===== src/rtl/mesh_wormhole_ni_tx_if.sv =====
// Core-side request/payload handshakes and the NoC terminal output channel
// of the wormhole network-interface transmitter, bundled as one interface.
// The master modport is the transmitter's view; slave is the environment's.
interface mesh_wormhole_ni_tx_if #(
    parameter int ROW_N     = 3,
    parameter int COL_M     = 3,
    parameter int CHANNEL_W = 8,
    parameter int FLIT_ID_W = 2,
    parameter int LEN_W     = 4,
    parameter int CNT_W     = 16
);
    localparam int ROW_ADDR_W  = $clog2(ROW_N);
    localparam int COL_ADDR_W  = $clog2(COL_M);
    localparam int FLIT_DATA_W = CHANNEL_W - FLIT_ID_W;

    logic                   req_vld_i;
    logic                   req_rdy_o;
    logic [ROW_ADDR_W-1:0]  req_row_i;
    logic [COL_ADDR_W-1:0]  req_col_i;
    logic [LEN_W-1:0]       req_len_i;
    logic [FLIT_DATA_W-1:0] pld_data_i;
    logic                   pld_vld_i;
    logic                   pld_rdy_o;
    logic [CHANNEL_W-1:0]   ochan_data_o;
    logic                   ochan_vld_o;
    logic                   ochan_rdy_i;
    logic                   busy_o;
    logic [CNT_W-1:0]       pkt_cnt_o;

    modport master (
        input  req_vld_i, req_row_i, req_col_i, req_len_i,
        input  pld_data_i, pld_vld_i, ochan_rdy_i,
        output req_rdy_o, pld_rdy_o, ochan_data_o, ochan_vld_o, busy_o, pkt_cnt_o
    );

    modport slave (
        output req_vld_i, req_row_i, req_col_i, req_len_i,
        output pld_data_i, pld_vld_i, ochan_rdy_i,
        input  req_rdy_o, pld_rdy_o, ochan_data_o, ochan_vld_o, busy_o, pkt_cnt_o
    );
endinterface


===== src/rtl/mesh_wormhole_ni_tx.sv =====
// Wormhole network-interface transmitter: turns a (destination, length)
// request plus a payload word stream into HEAD, BODY*, TAIL flits on one
// terminal input channel of the mesh. The output flit is held in a single
// register that may be reloaded in the same cycle it transfers, so one flit
// per cycle is sustained under continuous ready.
module mesh_wormhole_ni_tx #(
    parameter int ROW_N     = 3,
    parameter int COL_M     = 3,
    parameter int CHANNEL_W = 8,
    parameter int FLIT_ID_W = 2,
    parameter int LEN_W     = 4,
    parameter int CNT_W     = 16
) (
    input  logic                  clk_i,
    input  logic                  rst_ni,
    mesh_wormhole_ni_tx_if.master bus
);
    localparam int ROW_ADDR_W  = $clog2(ROW_N);
    localparam int COL_ADDR_W  = $clog2(COL_M);
    localparam int FLIT_DATA_W = CHANNEL_W - FLIT_ID_W;

    localparam logic [0:0] ST_IDLE    = 1'b0;
    localparam logic [0:0] ST_PAYLOAD = 1'b1;

    localparam logic [FLIT_ID_W-1:0] ID_HEAD = 2'b01;
    localparam logic [FLIT_ID_W-1:0] ID_BODY = 2'b10;
    localparam logic [FLIT_ID_W-1:0] ID_TAIL = 2'b11;

    // Assemble a flit from its type field and data field.
    function automatic logic [CHANNEL_W-1:0] make_flit(
        input logic [FLIT_ID_W-1:0]   id,
        input logic [FLIT_DATA_W-1:0] data
    );
        return {id, data};
    endfunction

    logic [0:0]             state_r;
    logic [0:0]             state_nxt_s;
    logic [LEN_W-1:0]       remaining_r;
    logic [LEN_W-1:0]       remaining_nxt_s;
    logic [CHANNEL_W-1:0]   ochan_data_r;
    logic                   ochan_vld_r;
    logic [CNT_W-1:0]       pkt_cnt_r;
    logic [FLIT_DATA_W-1:0] head_data_s;
    logic [CHANNEL_W-1:0]   flit_nxt_s;
    logic                   flit_load_s;
    logic                   req_rdy_s;
    logic                   pld_rdy_s;
    logic                   free_s;
    logic                   xfer_s;
    logic                   tail_xfer_s;

    // The output register can take a new flit when empty or leaving this cycle.
    assign free_s      = !ochan_vld_r || bus.ochan_rdy_i;
    assign xfer_s      = ochan_vld_r && bus.ochan_rdy_i;
    assign tail_xfer_s = xfer_s && (ochan_data_r[CHANNEL_W-1 -: FLIT_ID_W] == ID_TAIL);

    // HEAD data field: column in the low bits, row above it, rest zero.
    always_comb begin
        head_data_s = {FLIT_DATA_W{1'b0}};
        head_data_s[COL_ADDR_W-1:0] = bus.req_col_i;
        head_data_s[ROW_ADDR_W+COL_ADDR_W-1:COL_ADDR_W] = bus.req_row_i;
    end

    // Handshake readiness, next flit selection and next state.
    always_comb begin
        state_nxt_s     = state_r;
        remaining_nxt_s = remaining_r;
        flit_load_s     = 1'b0;
        flit_nxt_s      = {CHANNEL_W{1'b0}};
        req_rdy_s       = 1'b0;
        pld_rdy_s       = 1'b0;
        case (state_r)
            ST_IDLE: begin
                req_rdy_s = free_s;
                if (bus.req_vld_i && free_s) begin
                    remaining_nxt_s = bus.req_len_i;
                    flit_load_s     = 1'b1;
                    flit_nxt_s      = make_flit(ID_HEAD, head_data_s);
                    state_nxt_s     = ST_PAYLOAD;
                end else begin
                    state_nxt_s = ST_IDLE;
                end
            end
            ST_PAYLOAD: begin
                pld_rdy_s = free_s;
                if (bus.pld_vld_i && free_s) begin
                    flit_load_s = 1'b1;
                    if (remaining_r != {LEN_W{1'b0}}) begin
                        flit_nxt_s      = make_flit(ID_BODY, bus.pld_data_i);
                        remaining_nxt_s = remaining_r - LEN_W'(1);
                    end else begin
                        flit_nxt_s  = make_flit(ID_TAIL, bus.pld_data_i);
                        state_nxt_s = ST_IDLE;
                    end
                end else begin
                    state_nxt_s = ST_PAYLOAD;
                end
            end
            default: begin
                state_nxt_s     = ST_IDLE;
                remaining_nxt_s = {LEN_W{1'b0}};
            end
        endcase
    end

    // Packet state and remaining payload count.
    always_ff @(posedge clk_i or negedge rst_ni) begin
        if (!rst_ni) begin
            state_r     <= ST_IDLE;
            remaining_r <= {LEN_W{1'b0}};
        end else begin
            state_r     <= state_nxt_s;
            remaining_r <= remaining_nxt_s;
        end
    end

    // Output flit register: a load wins over a drain in the same cycle.
    always_ff @(posedge clk_i or negedge rst_ni) begin
        if (!rst_ni) begin
            ochan_data_r <= {CHANNEL_W{1'b0}};
            ochan_vld_r  <= 1'b0;
        end else if (flit_load_s) begin
            ochan_data_r <= flit_nxt_s;
            ochan_vld_r  <= 1'b1;
        end else if (xfer_s) begin
            ochan_vld_r  <= 1'b0;
        end
    end

    // Count packets whose TAIL has been handed to the NoC (wraps).
    always_ff @(posedge clk_i or negedge rst_ni) begin
        if (!rst_ni) begin
            pkt_cnt_r <= {CNT_W{1'b0}};
        end else if (tail_xfer_s) begin
            pkt_cnt_r <= pkt_cnt_r + CNT_W'(1);
        end
    end

    assign bus.req_rdy_o    = req_rdy_s;
    assign bus.pld_rdy_o    = pld_rdy_s;
    assign bus.ochan_data_o = ochan_data_r;
    assign bus.ochan_vld_o  = ochan_vld_r;
    assign bus.busy_o       = (state_r == ST_PAYLOAD) || ochan_vld_r;
    assign bus.pkt_cnt_o    = pkt_cnt_r;
endmodule


===== src/flat_wrapper.sv =====
// flat-port wrapper written by rule: the top's interface ports become plain ports
module mesh_wormhole_ni_tx_flat 
#(
    parameter int ROW_N     = 3,
    parameter int COL_M     = 3,
    parameter int CHANNEL_W = 8,
    parameter int FLIT_ID_W = 2,
    parameter int LEN_W     = 4,
    parameter int CNT_W     = 16
)
  (clk_i, rst_ni, bus_req_vld_i, bus_req_row_i, bus_req_col_i, bus_req_len_i, bus_pld_data_i, bus_pld_vld_i, bus_ochan_rdy_i, bus_req_rdy_o, bus_pld_rdy_o, bus_ochan_data_o, bus_ochan_vld_o, bus_busy_o, bus_pkt_cnt_o);
  mesh_wormhole_ni_tx_if #(.ROW_N(ROW_N), .COL_M(COL_M), .CHANNEL_W(CHANNEL_W), .FLIT_ID_W(FLIT_ID_W), .LEN_W(LEN_W), .CNT_W(CNT_W)) bus_i ();
  input  logic clk_i;
  input  logic rst_ni;
  input wire logic [$bits(bus_i.req_vld_i)-1:0] bus_req_vld_i;
  input wire logic [$bits(bus_i.req_row_i)-1:0] bus_req_row_i;
  input wire logic [$bits(bus_i.req_col_i)-1:0] bus_req_col_i;
  input wire logic [$bits(bus_i.req_len_i)-1:0] bus_req_len_i;
  input wire logic [$bits(bus_i.pld_data_i)-1:0] bus_pld_data_i;
  input wire logic [$bits(bus_i.pld_vld_i)-1:0] bus_pld_vld_i;
  input wire logic [$bits(bus_i.ochan_rdy_i)-1:0] bus_ochan_rdy_i;
  output wire logic [$bits(bus_i.req_rdy_o)-1:0] bus_req_rdy_o;
  output wire logic [$bits(bus_i.pld_rdy_o)-1:0] bus_pld_rdy_o;
  output wire logic [$bits(bus_i.ochan_data_o)-1:0] bus_ochan_data_o;
  output wire logic [$bits(bus_i.ochan_vld_o)-1:0] bus_ochan_vld_o;
  output wire logic [$bits(bus_i.busy_o)-1:0] bus_busy_o;
  output wire logic [$bits(bus_i.pkt_cnt_o)-1:0] bus_pkt_cnt_o;
  assign bus_i.req_vld_i = bus_req_vld_i;
  assign bus_i.req_row_i = bus_req_row_i;
  assign bus_i.req_col_i = bus_req_col_i;
  assign bus_i.req_len_i = bus_req_len_i;
  assign bus_i.pld_data_i = bus_pld_data_i;
  assign bus_i.pld_vld_i = bus_pld_vld_i;
  assign bus_i.ochan_rdy_i = bus_ochan_rdy_i;
  assign bus_req_rdy_o = bus_i.req_rdy_o;
  assign bus_pld_rdy_o = bus_i.pld_rdy_o;
  assign bus_ochan_data_o = bus_i.ochan_data_o;
  assign bus_ochan_vld_o = bus_i.ochan_vld_o;
  assign bus_busy_o = bus_i.busy_o;
  assign bus_pkt_cnt_o = bus_i.pkt_cnt_o;
  mesh_wormhole_ni_tx #(.ROW_N(ROW_N), .COL_M(COL_M), .CHANNEL_W(CHANNEL_W), .FLIT_ID_W(FLIT_ID_W), .LEN_W(LEN_W), .CNT_W(CNT_W)) u_core (.clk_i(clk_i), .rst_ni(rst_ni), .bus(bus_i));
endmodule

===== config.mk =====
export PLATFORM = sky130hd
export DESIGN_NAME = mesh_wormhole_ni_tx_flat
export DESIGN_NICKNAME = d
export VERILOG_FILES = /design/src/rtl/mesh_wormhole_ni_tx_if.sv /design/src/rtl/mesh_wormhole_ni_tx.sv /design/src/flat_wrapper.sv
export SDC_FILE = /design/constraint.sdc
export NUM_CORES = 1
export LEC_CHECK = 0
export CORE_UTILIZATION = 42
export CTS_BUF_LIST = sky130_fd_sc_hd__clkbuf_4
export DETAILED_ROUTE_END_ITERATION = 10
export GPL_TIMING_DRIVEN = 0
export HOLD_SLACK_MARGIN = 0.12
export PLACE_DENSITY = 0.76
export SLEW_MARGIN = 20
export SYNTH_ARGS = -nofsm -noshare
export SYNTH_HDL_FRONTEND = slang
export SYNTH_SLANG_ARGS = --single-unit
export TNS_END_PERCENT = 30

===== constraint.sdc =====
create_clock -name clk_i -period 1.54 [get_ports clk_i]
set_input_delay 0.308 -clock clk_i [delete_from_list [all_inputs] [get_ports clk_i]]
set_output_delay 0.308 -clock clk_i [all_outputs]
set_load 0.01 [all_outputs]

* Word level (Yosys, flattened, before mapping)
Index checks and enable logic that the tools add are counted. W data, S select, Z words.
Cells by class: add/subtract/negate cells 2, eq/ne operators 4, mux-type cells 18, bitwise operators 1, reduce and logical (&&, ||, !) cells 10
Operators with widths (count):
- $add A16 B1 Y16 const B | 1
- $pmux W8 S2 | 1
- $mux W7 | 2
- $mux W4 | 3
- $mux W1 | 8
- $mux W8 | 1
- $pmux W4 S2 | 1
- $logic_and A1 B1 Y1 | 4
- $ne A2 B2 Y1 const B | 2
- $pmux W1 S2 | 2
- $reduce_bool A4 Y1 | 1
- $sub A4 B1 Y4 const B | 1
- $reduce_and A3 Y1 | 1
- $eq A2 B2 Y1 const B | 1
- $logic_or A1 B1 Y1 | 2
- $ne A2 B1 Y1 const B | 1
- $reduce_bool A2 Y1 | 1
- $logic_not A1 Y1 | 1
- $not A1 Y1 | 1
Storage, ports and cells: register bits 30, input bits 19, output and inout port bits 28, logic and storage cells 40

* Logic depth before layout (Yosys ltp)
Gate-level depths: netlist of run 1.
depth in word-level cells 6, gate-level depth with buffers 6, gate-level depth less buffers 6

* Worst setup path before layout of run 1
Ideal clock, no wire load.
kind register to register, start reg u_core.remaining_r[0], end reg u_core.remaining_r[2], setup time 0.120 ns, arrival 1.377 ns, data required time 1.420 ns, slack 0.042 ns, cell stages (with the launch flop) 7, clock period less this slack 1.498 ns, path through dfrtp_1 > inv_1 > ha_1 > nor3b_1 > nor3_2 > or3_1 > o211a_1
Between the ends: cells in the longest elaborated chain, start to end 4, elaborated cells on any way between the ends 7, classes of those cells add/sub (1); eq/ne (1); mux (3); reduce/logical (2)
Ends and longest elaborated chain:
- from (decl) | RTL line mesh_wormhole_ni_tx.sv:39 | logic [LEN_W-1:0] remaining_r;
- from (signal assigned) | RTL line mesh_wormhole_ni_tx.sv:111 | remaining_r <= {LEN_W{1'b0}};
- from (signal assigned) | RTL line mesh_wormhole_ni_tx.sv:114 | remaining_r <= remaining_nxt_s;
- $sub A4 B1 Y4 | RTL line mesh_wormhole_ni_tx.sv:91 | remaining_nxt_s = remaining_r - LEN_W'(1);
- $mux W4 | RTL line mesh_wormhole_ni_tx.sv:89 | if (remaining_r != {LEN_W{1'b0}}) begin
- $mux W4 | RTL line mesh_wormhole_ni_tx.sv:87 | if (bus.pld_vld_i && free_s) begin
- $pmux W4 S2 | RTL line mesh_wormhole_ni_tx.sv:73 | case (state_r)
Several ways; a longest one is shown, not always the timed one. The select of a mux whose other input is x is not followed. A chain may end at the register's enable or synchronous reset.

* Final worst setup path of run 1
start reg u_core.state_r, end out bus_busy_o
Between the ends: cells in the longest elaborated chain, start to end 1
Ends and longest elaborated chain:
- from (decl) | RTL line mesh_wormhole_ni_tx.sv:37 | logic [0:0] state_r;
- from (signal assigned) | RTL line mesh_wormhole_ni_tx.sv:113 | state_r <= state_nxt_s;
- $logic_or A1 B1 Y1 | RTL line mesh_wormhole_ni_tx.sv:144 | assign bus.busy_o = (state_r == ST_PAYLOAD) || ochan_vld_r;
- to (decl) | RTL line flat_wrapper.sv:26 | output wire logic [$bits(bus_i.busy_o)-1:0] bus_busy_o;
Every way passes these cells.

==> results of run 1 <==
[worst max-delay path, cell delays in order (launching register included)]
cell and delay [ps]:
sky130_fd_sc_hd__dfrtp_1 400, sky130_fd_sc_hd__clkbuf_8 160, sky130_fd_sc_hd__or2_4 240, sky130_fd_sc_hd__buf_6 120
[sequential cells by signal (all words and copies together) (netlist names)]
| name | flops |
|---|---|
| u_core.bus.ochan_data_o | 8 |
| u_core.bus.ochan_vld_o | 1 |
| u_core.bus.pkt_cnt_o | 16 |
| u_core.remaining_r | 4 |
| u_core.state_r | 1 |
[metrics by stage]
step | std cells | hold slack [ps]
after global routing | 235 | 508.7
after detailed placement | 213 | 382.4
final | 235 | 475.5
after global placement | 213 | 459.7
after floorplan | 123 | 12.41
after CTS | 234 | 485.9
[logic make-up (layout without fill, tap and decap cells)]
group,after synthesis,in the layout,share of synthesized area
AND/OR/NAND/NOR,51,51,0.2428
buffers and inverters,4,72,0.01048
multiplexers,2,2,0.01397
flip-flops,30,30,0.5240
AO/OA/AOI/OAI,18,18,0.09345
XOR/XNOR,16,16,0.09782
adder cells (fa/ha/maj),2,2,0.01746
[cell usage after synthesis (all sizes together) (3+ instances only)]
cell	number	area share
dfrtp	30	0.52
nand2	14	0.037
xnor2	13	0.079
nor2	9	0.032
a22o	6	0.037
nand3	6	0.021
a21o	5	0.026
nand4	4	0.032
and4	3	0.019
inv	3	0.0079
o21ai	3	0.010
xor2	3	0.018
[area by class of cell]
type,instances,share of cell area
tap,44,0.02555
timing repair buffer,60,0.2515
clock inverter,2,0.004065
multi-input combinational,89,0.3357
buffer,1,0.006388
clock buffer,6,0.02091
inverter,3,0.005226
sequential,30,0.3508
[final timing paths]
kind / to / slack, ps / start / depth (start not counted)
setup / recovery: bus_busy_o / -10 / u_core.state_r / 3
hold / removal: u_core.bus.pkt_cnt_o[15] / 480 / u_core.bus.pkt_cnt_o[15] / 1
setup reg to reg: u_core.remaining_r[2] / 60 / u_core.remaining_r[0] / 6
hold reg to reg: u_core.bus.pkt_cnt_o[15] / 480 / u_core.bus.pkt_cnt_o[15] / 1
max in group asynchronous: u_core.bus.ochan_vld_o / 540 / rst_ni / 2
min in group asynchronous: u_core.bus.pkt_cnt_o[6] / 530 / rst_ni / 2
[power by group]
part | internal (mW) | switching [mW]
Clock | 0.189 | 0.270
Sequential | 1.03 | 0.182
Combinational | 0.882 | 0.805
Total | 2.10 | 1.26
[routing by layer]
metal,track usage,vias up,share of wire
li1,-,572,-
met3,0.04264,6,0.053
met2,0.3564,46,0.52
met5,0,-,0
met1,0.2189,594,0.41
met4,0.07973,0,0.016
[what timing repair did]
action,in CTS,in global routing
pin swaps,0,2
endpoints found under the setup margin,38,14
setup buffers,12,1
hold endpoints to repair,30,0
hold buffers,1,0
resized for setup,50,9
==> flow_summary_export.csv, run 1 <==
group,metric,value,unit
global_routing,largest_net_degree_at_the_start_of_global_routing,31,
cells_and_area,final_cell_area,2155,µm²
clock_tree,ctsHtreeMaxLevel,2,
synth,seq_area_frac_synth,0.5240,
power_and_ir_drop,vdd.ir_drop.worst,1104,µV
timing,final_period_minus_worst_setup_slack,1554,ps
placement,pre_cts_slack,-536.3,ps
timing,fmaxAchievable,643.5,MHz
drt,wl,3.096,mm
synth,synthArstFlopShare,1.000,
drt,drtIter0Drc,30,
placement,place_congestion,0.8473,
floorplan,num_io_pins,47,
timing,finalSetupTns,-20.31,ps
flow_run,drv_cap,0,
placement,placement.io_buffers,46,
clock_tree,clk_latency,330,ps
global_routing,grt_util_all_layers,0.1952,
global_routing,grt_antenna_before_repair,0,
cells_and_area,layout_common_cells,"26 x sky130_fd_sc_hd__dfrtp_1, 25 x sky130_fd_sc_hd__dlygate4sd2_1, 16 x sky130_fd_sc_hd__clkdlybuf4s50_1",
drt,viasPerCell,5.183,
clock_tree,cts_tree,"built",
status,failed_checks,"setup timing",
clock_tree,numCtsBuffers,5,
timing,timing.final.setup_violations,2,
timing,timing.final.hold_violations,0,
drt,route.detailed.drc,0,
timing,skew,7.255,ps
floorplan,dieHeight,60.41,µm
synth,synth_nets,144,
drt,dr.pass1.iters,4,
clock_tree,clockBufferDepth,2,
worst_hold_path,min_path_type,"reg -> reg",
synth,ys_types,37,
worst_setup_path,critical_path.max_fanout,5,
timing,timing.final.max_slew_violations,0,
synth,postSynthRegisterBits,30,
power_and_ir_drop,power.total,3.357,mW
timing,maxSlewHeadroom,0.5585,
timing,timing.final.crit_share,1.009,
worst_setup_path,startpoint_type,"flip-flop",
cells_and_area,antennaDiodeCount,0,
worst_setup_path,setup.worst_path.class,"reg -> out",
drt,routedWlPerCell,13.17,µm
worst_setup_path,timing.critical_path.to_type,"primary output",
global_routing,grt-ovfl-total,0,
power_and_ir_drop,cellLeakagePower,1.044,nW
cells_and_area,number_of_fill_cells,266,
synth,synth_warnings,0,
cells_and_area,ff_latch_area,755.7,µm²
cells_and_area,post_route_cells_drive_above_1_share,0.2461,
floorplan,floorplan.die_area,3649,µm²
drt,antenna_violating_nets_remaining,0,
placement,hpwlAfterDp,2.165,mm
status,status,"complete, but fails checks",
clock_tree,clock_sink_count,30,
floorplan,floorplan.die.width,60.41,µm
floorplan,fp-row-count,20,
drt,vias,1218,
cells_and_area,area_delta_synth_final,50.39,%
global_routing,first_global_vias,1234,
cells_and_area,final_net_count,211,
timing,unrepaired_setup_endpoints_after_global_routing,"yes",
worst_setup_path,critical_path_required,1230,ps
synth,synth_edf_count,0,
timing,worst_slack,-13.99,ps
cells_and_area,multi_input_comb_area,723.2,µm²
global_routing,grt_first_pass_wirelength,5.250,mm
synth,ys_dominant_reg_cell,"sky130_fd_sc_hd__dfrtp_1",
floorplan,fp.coreArea,3153,µm²
synth,syn_area_per_cell,11.65,µm²
cells_and_area,final_util,0.6833,
placement,placement.cell_area,1943,µm²
power_and_ir_drop,power.density,1558,nW/µm²
cells_and_area,most_common_cell_after_layout_fill_and_taps_aside,"sky130_fd_sc_hd__dfrtp_1",
synth,syn_area,1433,µm²
clock_tree,cts_root_buffer,"sky130_fd_sc_hd__clkbuf_4",
clock_tree,cts.clk_slew.worst_paths,90,ps
synth,syn-instance-count,123,
timing,worstMarginPinSlew,662.2,ps
floorplan,initial_standard_cell_utilization_of_the_core,0.4544,
worst_setup_path,worstPathArrival,1250,ps
Power figures use the tool's default switching activity.
==> run 2, diff against run 1 <==
--- a/config.mk
+++ b/config.mk
@@ -5,12 +5,12 @@
 export SDC_FILE = /design/constraint.sdc
 export NUM_CORES = 1
 export LEC_CHECK = 0
-export CORE_UTILIZATION = 42
+export CORE_UTILIZATION = 30
 export CTS_BUF_LIST = sky130_fd_sc_hd__clkbuf_4
 export DETAILED_ROUTE_END_ITERATION = 10
 export GPL_TIMING_DRIVEN = 0
 export HOLD_SLACK_MARGIN = 0.12
-export PLACE_DENSITY = 0.76
+export PLACE_DENSITY = 0.57
 export SLEW_MARGIN = 20
 export SYNTH_ARGS = -nofsm -noshare
 export SYNTH_HDL_FRONTEND = slang
==> flow_summary_export.csv, run 2 (synthesized netlist as in run 1, its figures left out) <==
group,metric,value,unit
status,status,"complete, but fails checks",
status,failed_checks,"setup timing",
worst_setup_path,setup.worst_path.class,"reg -> out",
global_routing,largest_net_degree_at_the_start_of_global_routing,31,
worst_setup_path,rr_endpoint,"u_core.remaining_r[2]",
timing,worst_slack,-35.11,ps
placement,placement.io_buffers,46,
global_routing,grt_antenna_before_repair,0,
worst_setup_path,max_stage_delay,430,ps
floorplan,initial_standard_cell_utilization_of_the_core,0.3202,
worst_setup_path,cpMaxStageDelayCell,"sky130_fd_sc_hd__dfrtp_1",
drt,dr.pass1.iters,6,
drt,routedWlPerCell,13.92,µm
floorplan,dieHeight,71.11,µm
placement,place_congestion,0.8023,
placement,hpwlAfterDp,2.328,mm
drt,route.detailed.drc,0,
global_routing,grt_util_all_layers,0.1432,
global_routing,grt-ovfl-total,0,
cells_and_area,largest_reg_flops,16,
cells_and_area,final_net_count,217,
floorplan,fp-row-count,24,
clock_tree,clock_sink_count,30,
timing,holdWs,472.9,ps
timing,skew,6.069,ps
timing,timing.final.hold_violations,0,
drt,drtIter0Drc,44,
power_and_ir_drop,vdd.ir_drop.worst,731.3,µV
worst_hold_path,holdCritStartpoint,"u_core.bus.pkt_cnt_o[15]",
worst_hold_path,min_path_type,"reg -> reg",
timing,timing.final.crit_share,1.023,
floorplan,floorplan.die_area,5056,µm²
floorplan,fp.coreArea,4474,µm²
worst_setup_path,startpoint_type,"flip-flop",
timing,finalSetupTns,-66.30,ps
drt,wl,3.465,mm
worst_setup_path,r2r_setup_slack,-30,ps
clock_tree,clk_latency,320,ps
worst_setup_path,critical_path_required,1230,ps
worst_setup_path,worstPathCellList,"buf_8, or2_4, buf_6",
clock_tree,cts.clk_slew.worst_paths,100,ps
global_routing,grt_first_pass_wirelength,5.575,mm
global_routing,first_global_vias,1256,
cells_and_area,antennaDiodeCount,0,
cells_and_area,post_route_cells_drive_above_1_share,0.2690,
cells_and_area,layout_common_cells,"27 x sky130_fd_sc_hd__dfrtp_1, 25 x sky130_fd_sc_hd__dlygate4sd2_1, 16 x sky130_fd_sc_hd__clkdlybuf4s50_1, 16 x sky130_fd_sc_hd__buf_4, 14 x sky130_fd_sc_hd__nand2_1",
clock_tree,numCtsBuffers,5,
worst_setup_path,worstReg2RegStart,"u_core.remaining_r[0]",
worst_setup_path,timing.reg2reg.worst_path_depth,6,
timing,maxSlewHeadroom,0.5355,
clock_tree,cts_tree,"built",
worst_setup_path,critical_path.max_fanout,9,
clock_tree,cts_root_buffer,"sky130_fd_sc_hd__clkbuf_4",
clock_tree,ctsHtreeMaxLevel,2,
timing,timing.final.setup_violations,2,
timing,fmaxAchievable,634.9,MHz
cells_and_area,area_delta_synth_final,54.76,%
worst_hold_path,hold_end,"u_core.bus.pkt_cnt_o[15]",
flow_run,drv_cap,0,
cells_and_area,most_common_cell_after_layout_fill_and_taps_aside,"sky130_fd_sc_hd__dfrtp_1",
power_and_ir_drop,cellLeakagePower,1.069,nW
floorplan,floorplan.die.width,71.11,µm
worst_setup_path,timing.critical_path.to_type,"primary output",
worst_setup_path,critical_path.n_buffers_inverters,2,
power_and_ir_drop,power.total,3.470,mW
worst_setup_path,timing.critical_path.max_delay_family,"flip-flops",
worst_setup_path,critPathLaunch,"u_core.state_r",
drt,viasPerCell,4.835,
drt,antenna_violating_nets_remaining,0,
timing,unrepaired_setup_endpoints_after_global_routing,"yes",
cells_and_area,ff_latch_area,754.5,µm²
floorplan,num_io_pins,47,
power_and_ir_drop,power.density,1565,nW/µm²
worst_setup_path,crit_cells,3,
timing,timing.final.max_slew_violations,0,
worst_hold_path,min_delay_path_depth,1,
cells_and_area,number_of_fill_cells,420,
timing,final_period_minus_worst_setup_slack,1575,ps
drt,vias,1204,
worst_setup_path,worstPathArrival,1270,ps
clock_tree,clockBufferDepth,2,
cells_and_area,multi_input_comb_area,720.7,µm²
timing,worstMarginPinSlew,696.8,ps
run 2: stage by stage:
stage	worst slack [ps]	cells	cell area, µm²	util
global placement	-550.6	221	1958	0.4376
CTS	-40.77	241	2110	0.4715
floorplan	42.34	123	1433	-
detailed placement	-555.2	221	1953	0.4365
finish	-35.11	249	2217	0.4955
global route	-89.27	249	2217	0.4955
run 2: report_power, final:
part	internal (mW)	total, mW	switching, mW
registers	1.03	1.21	0.185
logic	0.967	1.80	0.830
clock network	0.189	0.460	0.271
total	2.18	3.47	1.29
run 2: metal layers:
metal / vias up / share of wire / global-route usage
li1: 582 / - / -
met1: 576 / 0.42 / 0.1706
met2: 40 / 0.51 / 0.2415
met3: 6 / 0.053 / 0.04701
met4: 0 / 0.012 / 0.05333
met5: - / 0 / 0
run 2: cell type report:
| class | instances | area share |
|---|---|---|
| plain buffers | 1 | 0.006772 |
| clock buffers | 6 | 0.02032 |
| clock inverters | 2 | 0.003950 |
| inverters | 3 | 0.005079 |
| multi-input cells | 89 | 0.3251 |
| flip-flops and latches | 30 | 0.3403 |
| well taps | 52 | 0.02935 |
| repair buffers | 66 | 0.2692 |
run 2: how the worst max path moves through the flow:
stage	to	slack [ps]
floorplan	u_core.remaining_r[2]	40
global placement	bus_req_rdy_o	-550
detailed placement	bus_req_rdy_o	-560
CTS	bus_busy_o	-40
global route	bus_busy_o	-90
finish	bus_busy_o	-40
run 2: timing repair:
action | in CTS | in global routing
buffers inserted | 11 | 8
pin swaps | 1 | 5
setup endpoints to repair | 40 | 21
resized for setup | 52 | 10
hold buffers | 1 | 0
hold endpoints to repair | 30 | 0
==> run 3, diff against run 2 <==
--- a/config.mk
+++ b/config.mk
@@ -8,10 +8,11 @@
 export CORE_UTILIZATION = 30
 export CTS_BUF_LIST = sky130_fd_sc_hd__clkbuf_4
 export DETAILED_ROUTE_END_ITERATION = 10
+export GPL_ROUTABILITY_DRIVEN = 0
 export GPL_TIMING_DRIVEN = 0
 export HOLD_SLACK_MARGIN = 0.12
 export PLACE_DENSITY = 0.57
-export SLEW_MARGIN = 20
+export SLEW_MARGIN = 0
 export SYNTH_ARGS = -nofsm -noshare
 export SYNTH_HDL_FRONTEND = slang
 export SYNTH_SLANG_ARGS = --single-unit
==> flow_summary_export.csv, run 3 (synthesized netlist as in run 1, its figures left out) <==
group,metric,value,unit
status,status,"complete, but fails checks",
status,failed_checks,"DRC, setup timing",
placement,hpwlAfterDp,2.331,mm
cells_and_area,area_delta_synth_final,52.23,%
cells_and_area,final_net_count,215,
floorplan,num_io_pins,47,
drt,routedWlPerCell,13.77,µm
timing,finalSetupTns,-22.82,ps
timing,timing.final.setup_violations,2,
timing,final_period_minus_worst_setup_slack,1556,ps
clock_tree,cts_root_buffer,"sky130_fd_sc_hd__clkbuf_4",
worst_setup_path,worstPathCellList,"buf_6, or2_4, buf_6",
drt,route.detailed.drc,4,
timing,timing.final.max_slew_violations,0,
floorplan,initial_standard_cell_utilization_of_the_core,0.3202,
timing,maxSlewHeadroom,0.5435,
clock_tree,numCtsBuffers,5,
cells_and_area,largest_reg_flops,16,
power_and_ir_drop,power.density,1554,nW/µm²
global_routing,grt_util_all_layers,0.1468,
clock_tree,cts_tree,"built",
global_routing,first_global_vias,1271,
drt,met3RoutedLength,199,µm
worst_setup_path,worstPathArrival,1250,ps
worst_hold_path,min_path_type,"reg -> reg",
worst_setup_path,timing.critical_path.to_type,"primary output",
worst_setup_path,critical_path_required,1230,ps
floorplan,floorplan.die.width,71.11,µm
drt,vias,1180,
flow_run,drv_cap,0,
global_routing,grt_antenna_before_repair,0,
timing,fmaxAchievable,642.7,MHz
clock_tree,cts.clk_slew.worst_paths,90,ps
drt,dr.pass1.iters,9,
drt,drtIter0Drc,58,
timing,timing.final.hold_violations,0,
timing,worstMarginPinSlew,684.7,ps
drt,dr.max_layer_used,"met4",
worst_setup_path,cpMaxStageDelayCell,"sky130_fd_sc_hd__dfrtp_2",
timing,worst_slack,-15.93,ps
drt,wl,3.401,mm
timing,holdWs,473.3,ps
clock_tree,ctsHtreeMaxLevel,2,
drt,detailroute.wirelength.met2,1.711,mm
drt,antenna_violating_nets_remaining,0,
cells_and_area,post_route_cells_drive_above_1_share,0.2513,
timing,timing.final.crit_share,1.010,
floorplan,fp-row-count,24,
floorplan,floorplan.die_area,5056,µm²
worst_setup_path,max_stage_delay,450,ps
placement,placement.io_buffers,46,
worst_setup_path,critical_path.max_fanout,4,
floorplan,dieHeight,71.11,µm
global_routing,grt-ovfl-total,0,
clock_tree,clock_sink_count,30,
drt,viasPerCell,4.777,
timing,unrepaired_setup_endpoints_after_global_routing,"yes",
drt,route.layer.met1.wl,1.458,mm
power_and_ir_drop,vdd.ir_drop.worst,724.3,µV
power_and_ir_drop,cellLeakagePower,1.056,nW
worst_setup_path,crit_top_cell,"sky130_fd_sc_hd__buf_6",
cells_and_area,antennaDiodeCount,0,
worst_setup_path,setup.worst_path.class,"reg -> out",
floorplan,fp.coreArea,4474,µm²
global_routing,largest_net_degree_at_the_start_of_global_routing,31,
global_routing,grt_first_pass_wirelength,5.733,mm
clock_tree,clockBufferDepth,2,
worst_setup_path,startpoint_type,"flip-flop",
cells_and_area,most_common_cell_after_layout_fill_and_taps_aside,"sky130_fd_sc_hd__dfrtp_1",
cells_and_area,layout_common_cells,"27 x sky130_fd_sc_hd__dfrtp_1, 25 x sky130_fd_sc_hd__dlygate4sd2_1, 16 x sky130_fd_sc_hd__clkdlybuf4s50_1",
timing,skew,5.674,ps
clock_tree,clk_latency,330,ps
run 3: through the flow:
step	total power [mW]	area, µm²	utilization	setup slack, ps	std cells
6_report	3.390	2181	0.4874	-15.93	247
5_1_grt	3.647	2181	0.4874	-82.13	247
4_1_cts	3.306	2110	0.4715	-37.00	241
3_5_place_dp	2.679	1958	0.4376	-554.4	221
3_3_place_gp	2.637	1958	0.4376	-550.6	221
2_1_floorplan	2.034	1433	-	42.34	123
run 3: metal layers:
metal / global-route usage / vias up
met5: 0 / -
met4: 0.05556 / 0
met2: 0.2436 / 38
met3: 0.05413 / 3
li1: - / 577
met1: 0.1741 / 562
run 3: worst max-delay path: cells and delay by family, from the launching register on:
kind,cells,cell delay (ps)
DFF,1,450
buffers and inverters,2,260
and+or+nand+nor,1,220
run 3: final timing paths:
path                                          start                  endpoint  slack, ps  cells after the start
hold / removal             u_core.bus.pkt_cnt_o[15]  u_core.bus.pkt_cnt_o[15]        470                      1
setup reg to reg              u_core.remaining_r[0]     u_core.remaining_r[2]        -10                      6
max in group asynchronous                    rst_ni   u_core.bus.pkt_cnt_o[8]        510                      2
setup / recovery             u_core.bus.ochan_vld_o                bus_busy_o        -20                      3
hold reg to reg            u_core.bus.pkt_cnt_o[15]  u_core.bus.pkt_cnt_o[15]        470                      1
min in group asynchronous                    rst_ni   u_core.bus.pkt_cnt_o[4]        550                      2
run 3: what timing repair did:
| item | 4_1_cts | 5_1_grt |
|---|---|---|
| hold buffers | 0 | 1 |
| gates resized for setup | 53 | 5 |
| pin swaps | 0 | 4 |
| endpoints found under the hold margin | 0 | 30 |
| buffers inserted | 12 | 5 |
| setup endpoints to repair | 69 | 20 |
run 3: final cells by class:
class | instances | area (µm²)
Buffer | 1 | 15.01
Clock buffer | 6 | 45.04
Clock inverter | 2 | 8.758
Fill cell | 413 | 2293
Inverter | 3 | 11.26
Multi-Input combinational cell | 89 | 703.2
Sequential cell | 30 | 754.5
Tap cell | 52 | 65.06
Timing Repair Buffer | 64 | 578.1
run 3: where the power goes:
group	total [mW]	internal (mW)	switching, mW
registers	1.20	1.03	0.174
logic	1.72	0.922	0.799
clock network	0.468	0.189	0.279
total	3.39	2.14	1.25
